===== src/rtl/vend_payment_fsm.sv =====
// Payment and dispense controller: latches a one-hot drink selection and its cost, accumulates coin credit,
// then pulses dispense with change or a refund. Optional COLLECT inactivity timeout under `VEND_TIMEOUT_EN`.

module vend_payment_fsm_chk #(
  parameter int CREDIT_W = 4
) (
  input logic                clk,
  input logic                rst,
  input logic [CREDIT_W-1:0] credit,
  input logic                dispense,
  input logic                refund,
  input logic                change_valid
);

  // The largest pre-coin credit is one below the maximum cost, plus the largest coin.
  a_credit_max: assert property (@(posedge clk) disable iff (!rst)
    credit <= CREDIT_W'(4'd11));

  a_disp_refund_excl: assert property (@(posedge clk) disable iff (!rst)
    !(dispense && refund));

  a_change_with_event: assert property (@(posedge clk) disable iff (!rst)
    change_valid == (dispense || refund));

endmodule

module vend_payment_fsm #(
  parameter int COST_W         = 3,
  parameter int CREDIT_W       = 4,
  parameter int TIMEOUT_CYCLES = 50000000
) (
  input  logic                clk,
  input  logic                rst,
  input  logic [3:0]          sel,
  input  logic [COST_W-1:0]   cost,
  input  logic                coin_valid,
  input  logic [1:0]          coin_code,
  input  logic                cancel,
  output logic [CREDIT_W-1:0] credit,
  output logic                dispense,
  output logic [3:0]          drink,
  output logic [CREDIT_W-1:0] change,
  output logic                change_valid,
  output logic                refund,
  output logic                coin_reject,
  output logic                busy
);

  typedef enum logic [1:0] {
    ST_IDLE     = 2'd0,
    ST_COLLECT  = 2'd1,
    ST_DISPENSE = 2'd2,
    ST_REFUND   = 2'd3
  } state_e;

  function automatic logic is_one_hot(input logic [3:0] v);
    return (v != 4'd0) && ((v & (v - 4'd1)) == 4'd0);
  endfunction

  function automatic logic [CREDIT_W-1:0] coin_value(input logic [1:0] code);
    logic [CREDIT_W-1:0] val;
    case (code)
      2'b01:   val = CREDIT_W'(3'd1);
      2'b10:   val = CREDIT_W'(3'd2);
      2'b11:   val = CREDIT_W'(3'd5);
      default: val = CREDIT_W'(3'd0);
    endcase
    return val;
  endfunction

  state_e              state_q, state_d;
  logic [CREDIT_W-1:0] credit_q, credit_d;
  logic [3:0]          sel_lat_q, sel_lat_d;
  logic [COST_W-1:0]   cost_lat_q, cost_lat_d;

  logic                dispense_q, dispense_d;
  logic [3:0]          drink_q, drink_d;
  logic [CREDIT_W-1:0] change_q, change_d;
  logic                change_valid_q, change_valid_d;
  logic                refund_q, refund_d;
  logic                coin_reject_q, coin_reject_d;
  logic                busy_q, busy_d;

  logic [CREDIT_W-1:0] coin_amt;
  logic [CREDIT_W-1:0] credit_sum;
  logic [CREDIT_W-1:0] cost_ext;
  logic                coin_accept;
  logic                paid_full;
  logic                timeout_hit;

  assign coin_amt    = coin_valid ? coin_value(coin_code) : '0;
  assign coin_accept = coin_valid && (coin_code != 2'b00);
  assign credit_sum  = credit_q + coin_amt;
  assign cost_ext    = {{(CREDIT_W-COST_W){1'b0}}, cost_lat_q};
  assign paid_full   = (credit_sum >= cost_ext);

`ifdef VEND_TIMEOUT_EN
  localparam int TO_W = (TIMEOUT_CYCLES > 1) ? $clog2(TIMEOUT_CYCLES) : 1;

  logic [TO_W-1:0] to_cnt_q, to_cnt_d;

  // Inactivity counter: restarts on COLLECT entry and on each accepted coin.
  always_comb begin
    to_cnt_d = '0;
    if (state_q == ST_COLLECT) begin
      if (coin_accept) begin
        to_cnt_d = '0;
      end else begin
        to_cnt_d = to_cnt_q + TO_W'(1'b1);
      end
    end else begin
      to_cnt_d = '0;
    end
  end

  // Timeout counter register.
  always_ff @(posedge clk) begin
    if (!rst) begin
      to_cnt_q <= '0;
    end else begin
      to_cnt_q <= to_cnt_d;
    end
  end

  assign timeout_hit = (state_q == ST_COLLECT) && (to_cnt_q == TO_W'(TIMEOUT_CYCLES - 1))
                       && !coin_valid && !cancel;
`else
  assign timeout_hit = 1'b0;
`endif

  // State, datapath and registered-output flops.
  always_ff @(posedge clk) begin
    if (!rst) begin
      state_q        <= ST_IDLE;
      credit_q       <= '0;
      sel_lat_q      <= '0;
      cost_lat_q     <= '0;
      dispense_q     <= 1'b0;
      drink_q        <= '0;
      change_q       <= '0;
      change_valid_q <= 1'b0;
      refund_q       <= 1'b0;
      coin_reject_q  <= 1'b0;
      busy_q         <= 1'b0;
    end else begin
      state_q        <= state_d;
      credit_q       <= credit_d;
      sel_lat_q      <= sel_lat_d;
      cost_lat_q     <= cost_lat_d;
      dispense_q     <= dispense_d;
      drink_q        <= drink_d;
      change_q       <= change_d;
      change_valid_q <= change_valid_d;
      refund_q       <= refund_d;
      coin_reject_q  <= coin_reject_d;
      busy_q         <= busy_d;
    end
  end

  // Next-state and credit/latch update.
  always_comb begin
    state_d    = state_q;
    credit_d   = credit_q;
    sel_lat_d  = sel_lat_q;
    cost_lat_d = cost_lat_q;
    case (state_q)
      ST_IDLE: begin
        if (is_one_hot(sel) && (cost != '0)) begin
          sel_lat_d  = sel;
          cost_lat_d = cost;
          state_d    = ST_COLLECT;
        end else begin
          state_d    = ST_IDLE;
        end
      end
      ST_COLLECT: begin
        credit_d = credit_sum;
        // Payment completion takes priority over a simultaneous cancel.
        if (paid_full) begin
          state_d = ST_DISPENSE;
        end else if (cancel || timeout_hit) begin
          state_d = ST_REFUND;
        end else begin
          state_d = ST_COLLECT;
        end
      end
      ST_DISPENSE, ST_REFUND: begin
        credit_d = '0;
        state_d  = ST_IDLE;
      end
      default: begin
        credit_d = '0;
        state_d  = ST_IDLE;
      end
    endcase
  end

  // Output values for the state being entered, registered at the same edge.
  always_comb begin
    dispense_d     = 1'b0;
    drink_d        = '0;
    change_d       = '0;
    change_valid_d = 1'b0;
    refund_d       = 1'b0;
    busy_d         = (state_d != ST_IDLE);
    coin_reject_d  = coin_valid && !((state_q == ST_COLLECT) && coin_accept);
    case (state_d)
      ST_DISPENSE: begin
        dispense_d     = 1'b1;
        drink_d        = sel_lat_d;
        change_d       = credit_d - cost_ext;
        change_valid_d = 1'b1;
      end
      ST_REFUND: begin
        refund_d       = 1'b1;
        change_d       = credit_d;
        change_valid_d = 1'b1;
      end
      default: begin
        dispense_d     = 1'b0;
        change_valid_d = 1'b0;
      end
    endcase
  end

  assign credit       = credit_q;
  assign dispense     = dispense_q;
  assign drink        = drink_q;
  assign change       = change_q;
  assign change_valid = change_valid_q;
  assign refund       = refund_q;
  assign coin_reject  = coin_reject_q;
  assign busy         = busy_q;

  vend_payment_fsm_chk #(
    .CREDIT_W (CREDIT_W)
  ) u_chk (
    .clk          (clk),
    .rst          (rst),
    .credit       (credit_q),
    .dispense     (dispense_q),
    .refund       (refund_q),
    .change_valid (change_valid_q)
  );

endmodule

===== config.mk =====
export PLATFORM = sky130hd
export DESIGN_NAME = vend_payment_fsm
export DESIGN_NICKNAME = d
export VERILOG_FILES = /design/src/rtl/vend_payment_fsm.sv
export SDC_FILE = /design/constraint.sdc
export NUM_CORES = 1
export LEC_CHECK = 0
export ABC_AREA = 1
export BUFFER_PORTS_ARGS = -buffer_cell sky130_fd_sc_hd__buf_4
export CAP_MARGIN = 20
export CORE_MARGIN = 2
export CORE_UTILIZATION = 30
export CTS_BUF_LIST = sky130_fd_sc_hd__clkbuf_4
export CTS_CLUSTER_SIZE = 40
export DETAILED_ROUTE_END_ITERATION = 10
export HOLD_SLACK_MARGIN = 0.03
export PLACE_DENSITY = 0.49
export SLEW_MARGIN = 40
export SYNTH_ARGS = -nofsm -noshare
export SYNTH_HDL_FRONTEND = slang
export SYNTH_HIERARCHICAL = 1
export SYNTH_SLANG_ARGS = --single-unit

===== constraint.sdc =====
create_clock -name clk -period 7.1 [get_ports clk]
set_clock_uncertainty 0.15 [all_clocks]
set_input_delay 0.355 -clock clk [delete_from_list [all_inputs] [get_ports clk]]
set_output_delay 0.355 -clock clk [all_outputs]
set_load 0.1 [all_outputs]

-- Word-level counts from Yosys, hierarchy flattened
Index checks and enable logic that the tools add are counted.
- logic and storage cells: 53
- register bits: 26
- reduce and logical (&&, ||, !) cells: 16
- magnitude comparators: 1
- eq/ne operators: 8
- bitwise gates (word level): 1
- multiplexer cells: 13
- add/subtract/negate cells: 3
- operator list (kind ; number):
    $pmux W4 S2 ; 2
    $eq A2 B2 Y1 const B ; 6
    $mux W4 ; 3
    $pmux W3 S3 ; 1
    $pmux W2 S3 ; 1
    $logic_and A1 B1 Y1 ; 5
    $add A4 B4 Y4 ; 1
    $and A4 B4 Y4 ; 1
    $eq A2 B1 Y1 const B ; 2
    $ge A4 B3 Y1 ; 1
    $logic_not A4 Y1 ; 1
    $mux W1 ; 4
    $mux W2 ; 2
    $reduce_and A2 Y1 ; 2
    $reduce_bool A2 Y1 ; 2
    $reduce_bool A4 Y1 ; 1
    $reduce_or A2 Y1 ; 2
    $sub A4 B1 Y4 const B ; 1
    $sub A4 B3 Y4 ; 1
    $reduce_bool A3 Y1 ; 1
    $logic_not A2 Y1 ; 1
    $logic_not A1 Y1 ; 1

-- Logic depth before layout (Yosys ltp)
Gate-level depths: netlist of run 1.
- depth after elaboration: 10
- mapped depth: 16
- gate-level depth less buffers: 16

-- Worst setup path before layout of run 1
OpenSTA, ideal clock, no wires.
- path kind: reg2reg
- start: register credit_q[0] (netlist: credit[0])
- end: register change_q[3] (netlist: change[3])
- path buffers: 0
- arrival time: 2.764 ns
- setup time: 0.065 ns
- slack: 4.120 ns
- stages on the path, launching flop included: 15
- data required time: 6.885 ns
- clock period less this slack: 2.980 ns
- cell sequence: dfxtp_1 -> ha_1 -> fa_1 -> inv_1 -> o21a_1 -> inv_1 -> ha_1 -> nand2_1 -> nand2_1 -> a21oi_1 -> nand3b_1 -> nand2_1 -> inv_1 -> nand2_1 -> nor2_1
- elaborated cells on any way between the ends: 9
- RTL lines (element ; line ; source):
    start: declaration ; 72 ; logic [CREDIT_W-1:0] credit_q, credit_d;
    start signal: assignment ; 147 ; credit_q <= credit_d;
    $add A4 B4 Y4 ; 93 ; assign credit_sum = credit_q + coin_amt;
    $pmux W4 S2 ; 166 ; case (state_q)
    via credit_d[1] ; 72 ;
    $sub A4 B3 Y4 ; 211 ; change_d = credit_d - cost_ext;
    $pmux W4 S2 ; 207 ; case (state_d)
    end signal: assignment ; 152 ; change_q <= change_d;
    end: declaration ; 78 ; logic [CREDIT_W-1:0] change_q, change_d;
The timed path passes the listed nets, and every way through them passes these cells.
A chain may end at the register's enable or synchronous reset.

-- Final worst setup path of run 1
Ends and elaborated chain as after synthesis.

==> results_dict.tcl, run 1 <==
set metrics [dict create \
    fmax_ghz 0.3856 \
    htree_levels 1 \
    cp-startpoint "credit[0]" \
    grt_pass1_wl_um 4864 \
    final.period_utilization_pct 36.52 \
    hold_path_class "input port to flop" \
    clk_path_buf_depth 2 \
    p_leak_nw 0.8498 \
    worst_slew_pin_slew_ns 0.4979 \
    arrival_ns 2.71 \
    finalPower_mw 0.3479 \
    portBuffers 29 \
    multiInputGateArea_um2 651.9 \
    coreArea_um2 4294 \
    clk_pin_slew_ns 0.16 \
    utilization_pct 38.00 \
    async_reset_ff_share_pct 0 \
    seq_area_um2 520.5 \
    slew_violations 0 \
    cts_tree "yes" \
    syn_avg_cell_area_um2 7.995 \
    drcViolationCount 0 \
    tns_ns 0 \
    cts_hold_buf 0 \
    final_common_cell "nand2_1" \
    syn_area_um2 1311 \
    status "finished clean" \
    synth_cell_types 28 \
    syn_nets 188 \
    routed-via-count 1082 \
    crit_chain "ha_1 > fa_1 > inv_1 > o21a_1 > inv_1 > ha_1 > nand2_1 > nand2_1 > a21oi_1 > nand3b_1 > nand2_1 > inv_1 > nand2_1 > nor2_1" \
    whs_path_depth 3 \
    regToRegEndpoint "change[3]" \
    cts_sinks 26 \
    critPathMostFrequentCell "nand2_1" \
    yosysWarnings 6 \
    cp_slowest_cell "fa_1" \
    nFillCells 465 \
    max_cap_viol_count 0 \
    slew_headroom_pct 66.77 \
    areaGrowthSynthToFinish_pct 24.43 \
    p_per_area_nw_per_um2 213.2 \
    gr-usage-all-layers_pct 12.47 \
    antenna_found_initial 0 \
    place.gp.congestion 0.8263 \
    period_needed_ns 2.593 \
    grt_pass1_vias 1040 \
    worstSetupPathType "flop to flop" \
    ant_nets 0 \
    final_cell_count_no_fill 247 \
    syn_inst 164 \
    antenna_cells 0 \
    post-cts-setup-buffers 0 \
    cp_slowest_stage_delay_ns 0.52 \
    die_width_um 70.11 \
    fin_nets 220 \
    ioPinCount 30 \
    drtIter0Drc 48 \
    ir_drop_uv 89.65 \
    ys.flop_type "dfxtp_1" \
    yosysSeqAreaShare_pct 39.69 \
    cts_resized 0 \
    insertion_delay_ns 0.33 \
    worstHoldStart "sel[2]" \
    rows 24 \
    hold_end "sel_lat_q[2]" \
    root_buffer "clkbuf_4" \
    routed_via_density 4.381 \
    r2r_slack_ns 4.51 \
    rsz0062_at_grt "no" \
    wl_um 2928 \
    initial_core_util_pct 30.54 \
    cp.required_ns 7.22 \
    die_area_um2 4915 \
    hpwl_um 2344 \
    firstDrtPassIters 6 \
    start_kind "flop" \
    dp_cells 243 \
    hold_viol_final 0 \
    grt_remaining_overflow 0 \
    ys_seq_elements 26 \
    critPathMaxFanout 3 \
    synth_edf_count 0 \
    grt_max_degree 16 \
    setup_viol 0 \
    dieHeight_um 70.11 \
    final_cell_mix "33 x nand2_1, 31 x inv_1, 29 x buf_4, 26 x dfxtp_1, 16 x nor2_1" \
    wl_per_cell_um 11.85 \
    numCtsBuffers 3 \
    r2r_start "credit[0]" \
    drive_gt1_share_pct 25.64 \
    reg2reg_depth 14 \
    end_kind "flop" \
]
-- through the flow --
stage | worst slack (ns) | instance area (um2) | hold WS, ns
final | 4.507 | 1632 | 0.1105
after global routing | 4.346 | 1632 | 0.1115
after CTS | 4.496 | 1632 | 0.1041
after detailed placement | 4.258 | 1579 | 0.3252
after global placement | 4.321 | 1579 | 0.3284
after floorplan | 4.120 | 1311 | 0.2943
-- final cells by class --
class	instances	share of cell area [%]
multi-input cells	103	39.95
flip-flops and latches	26	31.90
repair buffers	29	13.34
inverters	33	7.592
well taps	52	3.988
clock inverters	1	1.840
clock buffers	3	1.380
-- logic make-up after synthesis --
group                    Yosys count  share of synthesized area (%)
buffers and inverters             35                          10.59
AO/OA/AOI/OAI                     19                          8.874
flip-flops                        26                          39.69
AND/OR/NAND/NOR                   71                          27.86
XOR/XNOR                           2                          1.336
adder cells (fa/ha/maj)           11                          11.64
-- power breakdown --
part	internal [mW]	switching (mW)
Sequential	0.153	0.00323
Combinational	0.0271	0.0594
Clock	0.0571	0.0480
Total	0.237	0.111
-- flip-flops by register name, indices dropped and copies added, names as in the netlist --
signal / flops
cost_lat_q: 3
coin_reject: 1
sel_lat_q: 4
state_q: 2
change: 4
refund: 1
credit: 4
drink: 4
change_valid: 1
dispense: 1
busy: 1
-- per-layer routing --
| layer | routed length, um | up-vias | track usage, % |
|---|---|---|---|
| met2 | 1325 | 26 | 20.00 |
| met3 | 174 | 4 | 2.165 |
| met4 | 25 | 0 | 3.632 |
| li1 | - | 569 | - |
| met1 | 1402 | 483 | 17.20 |
| met5 | 0 | - | 0 |
-- worst max-delay path by stage --
stage,to,cells after the start
after floorplan,change[3],14
after global placement,change[3],15
after detailed placement,change[3],15
after CTS,change[3],14
after global routing,change[3],14
final,change[3],14
-- critical path: cells and delay by family (launching register included) --
family	cells	cell delay [ns]
compound gates	2	0.45
fa+ha+maj	3	0.97
buf+inv	3	0.16
flops	1	0.36
simple gates	6	0.43
-- synthesized netlist by cell type, drive strengths merged (2+ instances only) --
cell type	number	share of area [%]
fa	2	3.1
nor3	4	1.9
nand2	34	10
nor2	20	7.9
inv	33	9.4
ha	9	8.6
dfxtp	26	40
nand3	11	6.5
o21ai	9	4.6
a21oi	9	3.7
(Power assumes the default switching activity.)
==> run 2: changes to the inputs <==
--- a/config.mk
+++ b/config.mk
@@ -5,7 +5,7 @@
 export SDC_FILE = /design/constraint.sdc
 export NUM_CORES = 1
 export LEC_CHECK = 0
-export ABC_AREA = 1
+export ABC_AREA = 0
 export BUFFER_PORTS_ARGS = -buffer_cell sky130_fd_sc_hd__buf_4
 export CAP_MARGIN = 20
 export CORE_MARGIN = 2
@@ -14,7 +14,7 @@
 export CTS_CLUSTER_SIZE = 40
 export DETAILED_ROUTE_END_ITERATION = 10
 export HOLD_SLACK_MARGIN = 0.03
-export PLACE_DENSITY = 0.49
+export PLACE_DENSITY = 0.5
 export SLEW_MARGIN = 40
 export SYNTH_ARGS = -nofsm -noshare
 export SYNTH_HDL_FRONTEND = slang
==> constraint.sdc (replaced) <==
create_clock -name clk -period 2.7 [get_ports clk]
set_clock_uncertainty 0.15 [all_clocks]
set_input_delay 0.135 -clock clk [delete_from_list [all_inputs] [get_ports clk]]
set_output_delay 0.135 -clock clk [all_outputs]
set_load 0.1 [all_outputs]
==> results_dict.tcl, run 2 <==
set metrics [dict create \
    wl_per_cell_um 13.71 \
    worst_slew_pin_slew_ns 0.7765 \
    r2r_slack_ns 0.07 \
    critPathMaxFanout 6 \
    synth_top_area_share_pct 40.82 \
    status "finished clean" \
    max_cap_viol_count 0 \
    dieHeight_um 69.19 \
    seq_area_um2 526.8 \
    nFillCells 389 \
    syn_avg_cell_area_um2 9.586 \
    portBuffers 29 \
    final_cell_mix "34 x buf_4, 23 x dfxtp_1, 17 x nor2_1, 10 x mux2i_1, 10 x dlygate4sd3_1" \
    htree_levels 1 \
    yosysWarnings 6 \
    synth_edf_count 0 \
    ys.flop_type "dfxtp_1" \
    grt_pass1_wl_um 5216 \
    die_area_um2 4787 \
    period_needed_ns 2.633 \
    start_kind "flop" \
    final.period_utilization_pct 97.51 \
    crit_chain "ha_4 > fa_2 > xor2_2 > ha_1 > nand2_2 > o21a_1 > o211a_4 > or3_4 > a21oi_2" \
    multiInputGateArea_um2 755.7 \
    fin_nets 201 \
    cts_tree "yes" \
    coreArea_um2 4058 \
    syn_nets 157 \
    internal_power_mw 0.6314 \
    antenna_found_initial 0 \
    hold_path_class "input port to flop" \
    gr-usage-all-layers_pct 13.43 \
    slew_violations 0 \
    numCtsBuffers 3 \
    rows 23 \
    hold_viol_final 0 \
    p_per_area_nw_per_um2 494.5 \
    ys_seq_elements 26 \
    drive_gt1_share_pct 34.09 \
    insertion_delay_ns 0.33 \
    yosysTopAreaCell "dfxtp_1" \
    power_frac_seq_pct 46.2 \
    initial_core_util_pct 31.42 \
    yosys.cell_count.top_type "dfxtp_1" \
    areaGrowthSynthToFinish_pct 39.84 \
    arrival_ns 2.75 \
    synth_common_cells "26 x dfxtp_1, 18 x nor2_1, 11 x mux2i_1" \
    clk_path_buf_depth 2 \
    power.switching_mw 0.2502 \
    place.gp.congestion 0.7509 \
    antenna_cells 0 \
    dp_cells 209 \
    root_buffer "clkbuf_4" \
    end_kind "flop" \
    die_width_um 69.19 \
    grt_remaining_overflow 0 \
    switching_share_pct 28.38 \
    ioPinCount 30 \
    cp.required_ns 2.82 \
    whs_path_depth 4 \
    p_comb_share_pct 23.0 \
    worstSetupPathType "flop to flop" \
    wl_um 3098 \
    cp_slowest_stage_delay_ns 0.40 \
    place_ws_ns -0.04140 \
    clkPwrFrac_pct 30.8 \
    routed-via-count 1104 \
    routed_via_density 4.885 \
    yosysSeqAreaShare_pct 40.82 \
    slew_headroom_pct 47.95 \
    grt_max_degree 20 \
    ys_top_cells_by_area "dfxtp_1 41%, ha_1 8.8%, mux2i_1 8.6%, nor2_1 5.3%, fa_1 3.1%" \
    cp_slowest_cell "or3_4" \
    drtIter0Drc 22 \
    syn_inst 133 \
    finalPower_mw 0.8816 \
    clk_pin_slew_ns 0.15 \
    ir_drop_uv 208.2 \
    fmax_ghz 0.3798 \
    synth_cell_types 35 \
    cts_sinks 26 \
    final_common_cell "buf_4" \
    hpwl_um 2289 \
    reg2reg_depth 9 \
    ant_nets 0 \
    firstDrtPassIters 4 \
    p_leak_nw 0.7990 \
    setup_viol 0 \
    setup_slack_ns 0.06729 \
    final_cell_count_no_fill 226 \
    syn_area_um2 1275 \
    async_reset_ff_share_pct 0 \
    drcViolationCount 0 \
    rsz0062_at_grt "yes" \
    grt_pass1_vias 1141 \
]
run 2: cell types whose count changed after synthesis, moves of 3 or more:
cell / before / now
nand2_1: 33 / 4
inv_1: 31 / 7
mux2i_1: 0 / 11
a21oi_1: 8 / 2
nand3_1: 8 / 3
nor3_1: 3 / 7
o21ai_0: 3 / 7
o21ai_2: 4 / 0
a21oi_2: 1 / 4
nor2b_1: 0 / 3
or3_1: 0 / 3
run 2: worst paths after layout:
kind	start	to
max	credit[0]	change[1]
min	rst	sel_lat_q[2]
max reg2reg	credit[0]	change[1]
min reg2reg	cost_lat_q[2]	cost_lat_q[2]
run 2: power by group through the flow:
stage	sequential (mW)	combinational, mW	clock [mW]
finish	0.407	0.203	0.272
floorplan	0.450	0.0922	0
detailed placement	0.415	0.173	0
global route	0.409	0.221	0.295
global placement	0.415	0.170	0
CTS	0.407	0.187	0.282
run 2: logic make-up (layout without fill, tap and decap cells):
family | Yosys count | after routing | synth area share [%]
compound gates | 21 | 21 | 11.58
xor+xnor | 4 | 4 | 2.748
fa+ha+maj | 11 | 11 | 11.97
buf+inv | 13 | 56 | 4.809
flops | 26 | 26 | 40.82
mux | 11 | 11 | 8.636
simple gates | 47 | 47 | 19.43
run 2: timing repair:
item,CTS,global route
endpoints found under the setup margin,1,12
pin swaps,0,10
endpoints found under the hold margin,13,0
hold buffers,10,0
buffers inserted,0,3
gates resized for setup,1,13
run 2: per-layer routing:
metal	vias up	GRT usage, %	routed length, um
li1	545	-	-
met1	530	16.94	1444
met2	25	23.08	1489
met3	4	1.890	108
met4	0	5.229	56
met5	-	0	0
run 2: metrics by stage:
step / setup TNS (ns) / hold WS (ns) / utilization (%) / instance area, um2
2_1_floorplan: 0 / 0.1309 / - / 1281
3_3_place_gp: 0 / 0.2317 / 38.08 / 1545
3_5_place_dp: -0.04140 / 0.2416 / 38.08 / 1545
4_1_cts: 0 / 0.1144 / 42.00 / 1704
5_1_grt: -0.01765 / 0.1353 / 43.94 / 1783
6_report: 0 / 0.1296 / 43.94 / 1783
run 2: final cells by class:
cell class,instances,share of cell area [%]
sequential,26,29.54
tap,50,3.509
clock inverter,1,1.684
inverter,8,1.684
multi-input combinational,94,42.39
clock buffer,3,1.263
timing repair buffer,44,19.93
run 2: worst max-delay path: cells and delay by family, from the launching register on:
kind,cells,cell delay (ns)
flops,1,0.38
simple gates,2,0.47
compound gates,3,0.51
xor+xnor,1,0.17
fa+ha+maj,3,0.88
==> run 3: changes to the inputs <==
--- a/config.mk
+++ b/config.mk
@@ -13,8 +13,10 @@
 export CTS_BUF_LIST = sky130_fd_sc_hd__clkbuf_4
 export CTS_CLUSTER_SIZE = 40
 export DETAILED_ROUTE_END_ITERATION = 10
+export GPL_ROUTABILITY_DRIVEN = 0
 export HOLD_SLACK_MARGIN = 0.03
 export PLACE_DENSITY = 0.5
+export RECOVER_POWER = 50
 export SLEW_MARGIN = 40
 export SYNTH_ARGS = -nofsm -noshare
 export SYNTH_HDL_FRONTEND = slang
==> results_dict.tcl, run 3 (synthesis results as in run 2) <==
set metrics [dict create \
    slew_violations 0 \
    globalRoute.busiestLayer "met2" \
    cp_slowest_stage_delay_ns 0.40 \
    dp_cells 209 \
    place_ws_ns -0.04140 \
    gr-usage-all-layers_pct 13.43 \
    critPathTopFamily "adder cells" \
    portBuffers 29 \
    die_area_um2 4787 \
    worstSetupPathType "flop to flop" \
    hold_viol_final 0 \
    grt_remaining_overflow 0 \
    fin_area_um2 1730 \
    dieHeight_um 69.19 \
    status "finished clean" \
    cp_slowest_cell "or3_4" \
    fin_nets 201 \
    end_kind "flop" \
    met1_usage_pct 16.94 \
    period_needed_ns 2.633 \
    r2r_slack_ns 0.07 \
    hold_path_class "input port to flop" \
    fmax_ghz 0.3798 \
    place_area_um2 1545 \
    setup_viol 0 \
    cts_sinks 26 \
    ir_drop_uv 208.1 \
    areaGrowthSynthToFinish_pct 35.72 \
    drtIter0Drc 19 \
    final.period_utilization_pct 97.51 \
    worst_slew_pin_slew_ns 1.184 \
    antenna_cells 0 \
    clk_pin_slew_ns 0.15 \
    power_frac_seq_pct 46.4 \
    grt_pass1_vias 1141 \
    final_cell_count_no_fill 226 \
    firstDrtPassIters 4 \
    grt_max_degree 20 \
    die_width_um 69.19 \
    utilization_pct 42.65 \
    switching_share_pct 28.47 \
    whs_path_depth 4 \
    htree_levels 1 \
    p_per_area_nw_per_um2 506.7 \
    critPathMaxFanout 6 \
    routed-via-count 1094 \
    final_common_cell "dfxtp_1" \
    numCtsBuffers 3 \
    grtUsageMet2_pct 23.08 \
    arrival_ns 2.75 \
    rows 23 \
    insertion_delay_ns 0.32 \
    ioPinCount 30 \
    wl_um 3075 \
    p_comb_share_pct 22.6 \
    clkPwrFrac_pct 31.0 \
    tns_ns 0 \
    drive_gt1_share_pct 26.14 \
    crit_chain "ha_4 > fa_2 > xor2_2 > ha_1 > nand2_2 > o21a_1 > o211a_4 > or3_4 > a21oi_2" \
    max_cap_viol_count 0 \
    path_buf_inv 0 \
    antenna_found_initial 0 \
    final_cell_mix "23 x dfxtp_1, 20 x buf_4, 17 x nor2_1, 14 x clkbuf_1" \
    clk_path_buf_depth 2 \
    crit_cells 9 \
    power.switching_mw 0.2496 \
    wl_per_cell_um 13.61 \
    grt_pass1_wl_um 5216 \
    slew_headroom_pct 21.40 \
    root_buffer "clkbuf_4" \
    routed_via_density 4.841 \
    use_met3_pct 1.890 \
    drcViolationCount 0 \
    cp.required_ns 2.82 \
    coreArea_um2 4058 \
    reg2reg_depth 9 \
    rsz0062_at_grt "yes" \
    cts_tree "yes" \
    p_leak_nw 0.7398 \
    start_kind "flop" \
    initial_core_util_pct 31.42 \
    setup_slack_ns 0.06731 \
    hpwl_um 2289 \
    internal_power_mw 0.6272 \
    ant_nets 0 \
]
[run 3: path summary, 6_finish.rpt]
check | startpoint | end
worst max register to register | credit[0] | change[1]
worst min register to register | cost_lat_q[2] | cost_lat_q[2]
worst min-delay path | rst | sel_lat_q[0]
worst max-delay path | credit[0] | change[1]
[run 3: layer usage]
| layer | wire, um | up-vias |
|---|---|---|
| met5 | 0 | - |
| li1 | - | 546 |
| met2 | 1473 | 25 |
| met3 | 112 | 4 |
| met4 | 56 | 0 |
| met1 | 1432 | 519 |
[run 3: area by class of cell]
| class | instances | area, um2 |
|---|---|---|
| well taps | 50 | 62.56 |
| fillers | 403 | 2327 |
| inverters | 8 | 30.03 |
| multi-input cells | 94 | 755.7 |
| clock inverters | 1 | 30.03 |
| flip-flops and latches | 26 | 526.8 |
| repair buffers | 44 | 302.8 |
| clock buffers | 3 | 22.52 |
[run 3: timing repair]
item                                    CTS  global route
endpoints found under the hold margin    13             0
gates cloned                              0             0
pin swaps                                 0            10
gates resized for setup                   1            13
setup buffers                             0             3
hold buffers                             10             0
endpoints found under the setup margin    1            12
[run 3: worst reg2reg max path, cell delays in order (launching register included)]
cell     delay [ns]
dfxtp_4        0.38
ha_4           0.16
fa_2           0.39
xor2_2         0.17
ha_1           0.33
nand2_2        0.07
o21a_1         0.21
o211a_4        0.17
or3_4          0.41
a21oi_2        0.13
[run 3: stage by stage]
stage	hold WS, ns	total power [mW]
global placement	0.2317	0.5851
detailed placement	0.2416	0.5876
CTS	0.1144	0.8754
floorplan	0.1309	0.5423
global route	0.1353	0.9208
finish	0.1318	0.8768
[run 3: power groups by stage]
stage | Combinational [mW] | Sequential (mW) | Clock, mW
final | 0.199 | 0.407 | 0.271
after CTS | 0.187 | 0.407 | 0.282
after global placement | 0.170 | 0.415 | 0
after global routing | 0.216 | 0.409 | 0.295
after floorplan | 0.0922 | 0.450 | 0
after detailed placement | 0.173 | 0.415 | 0
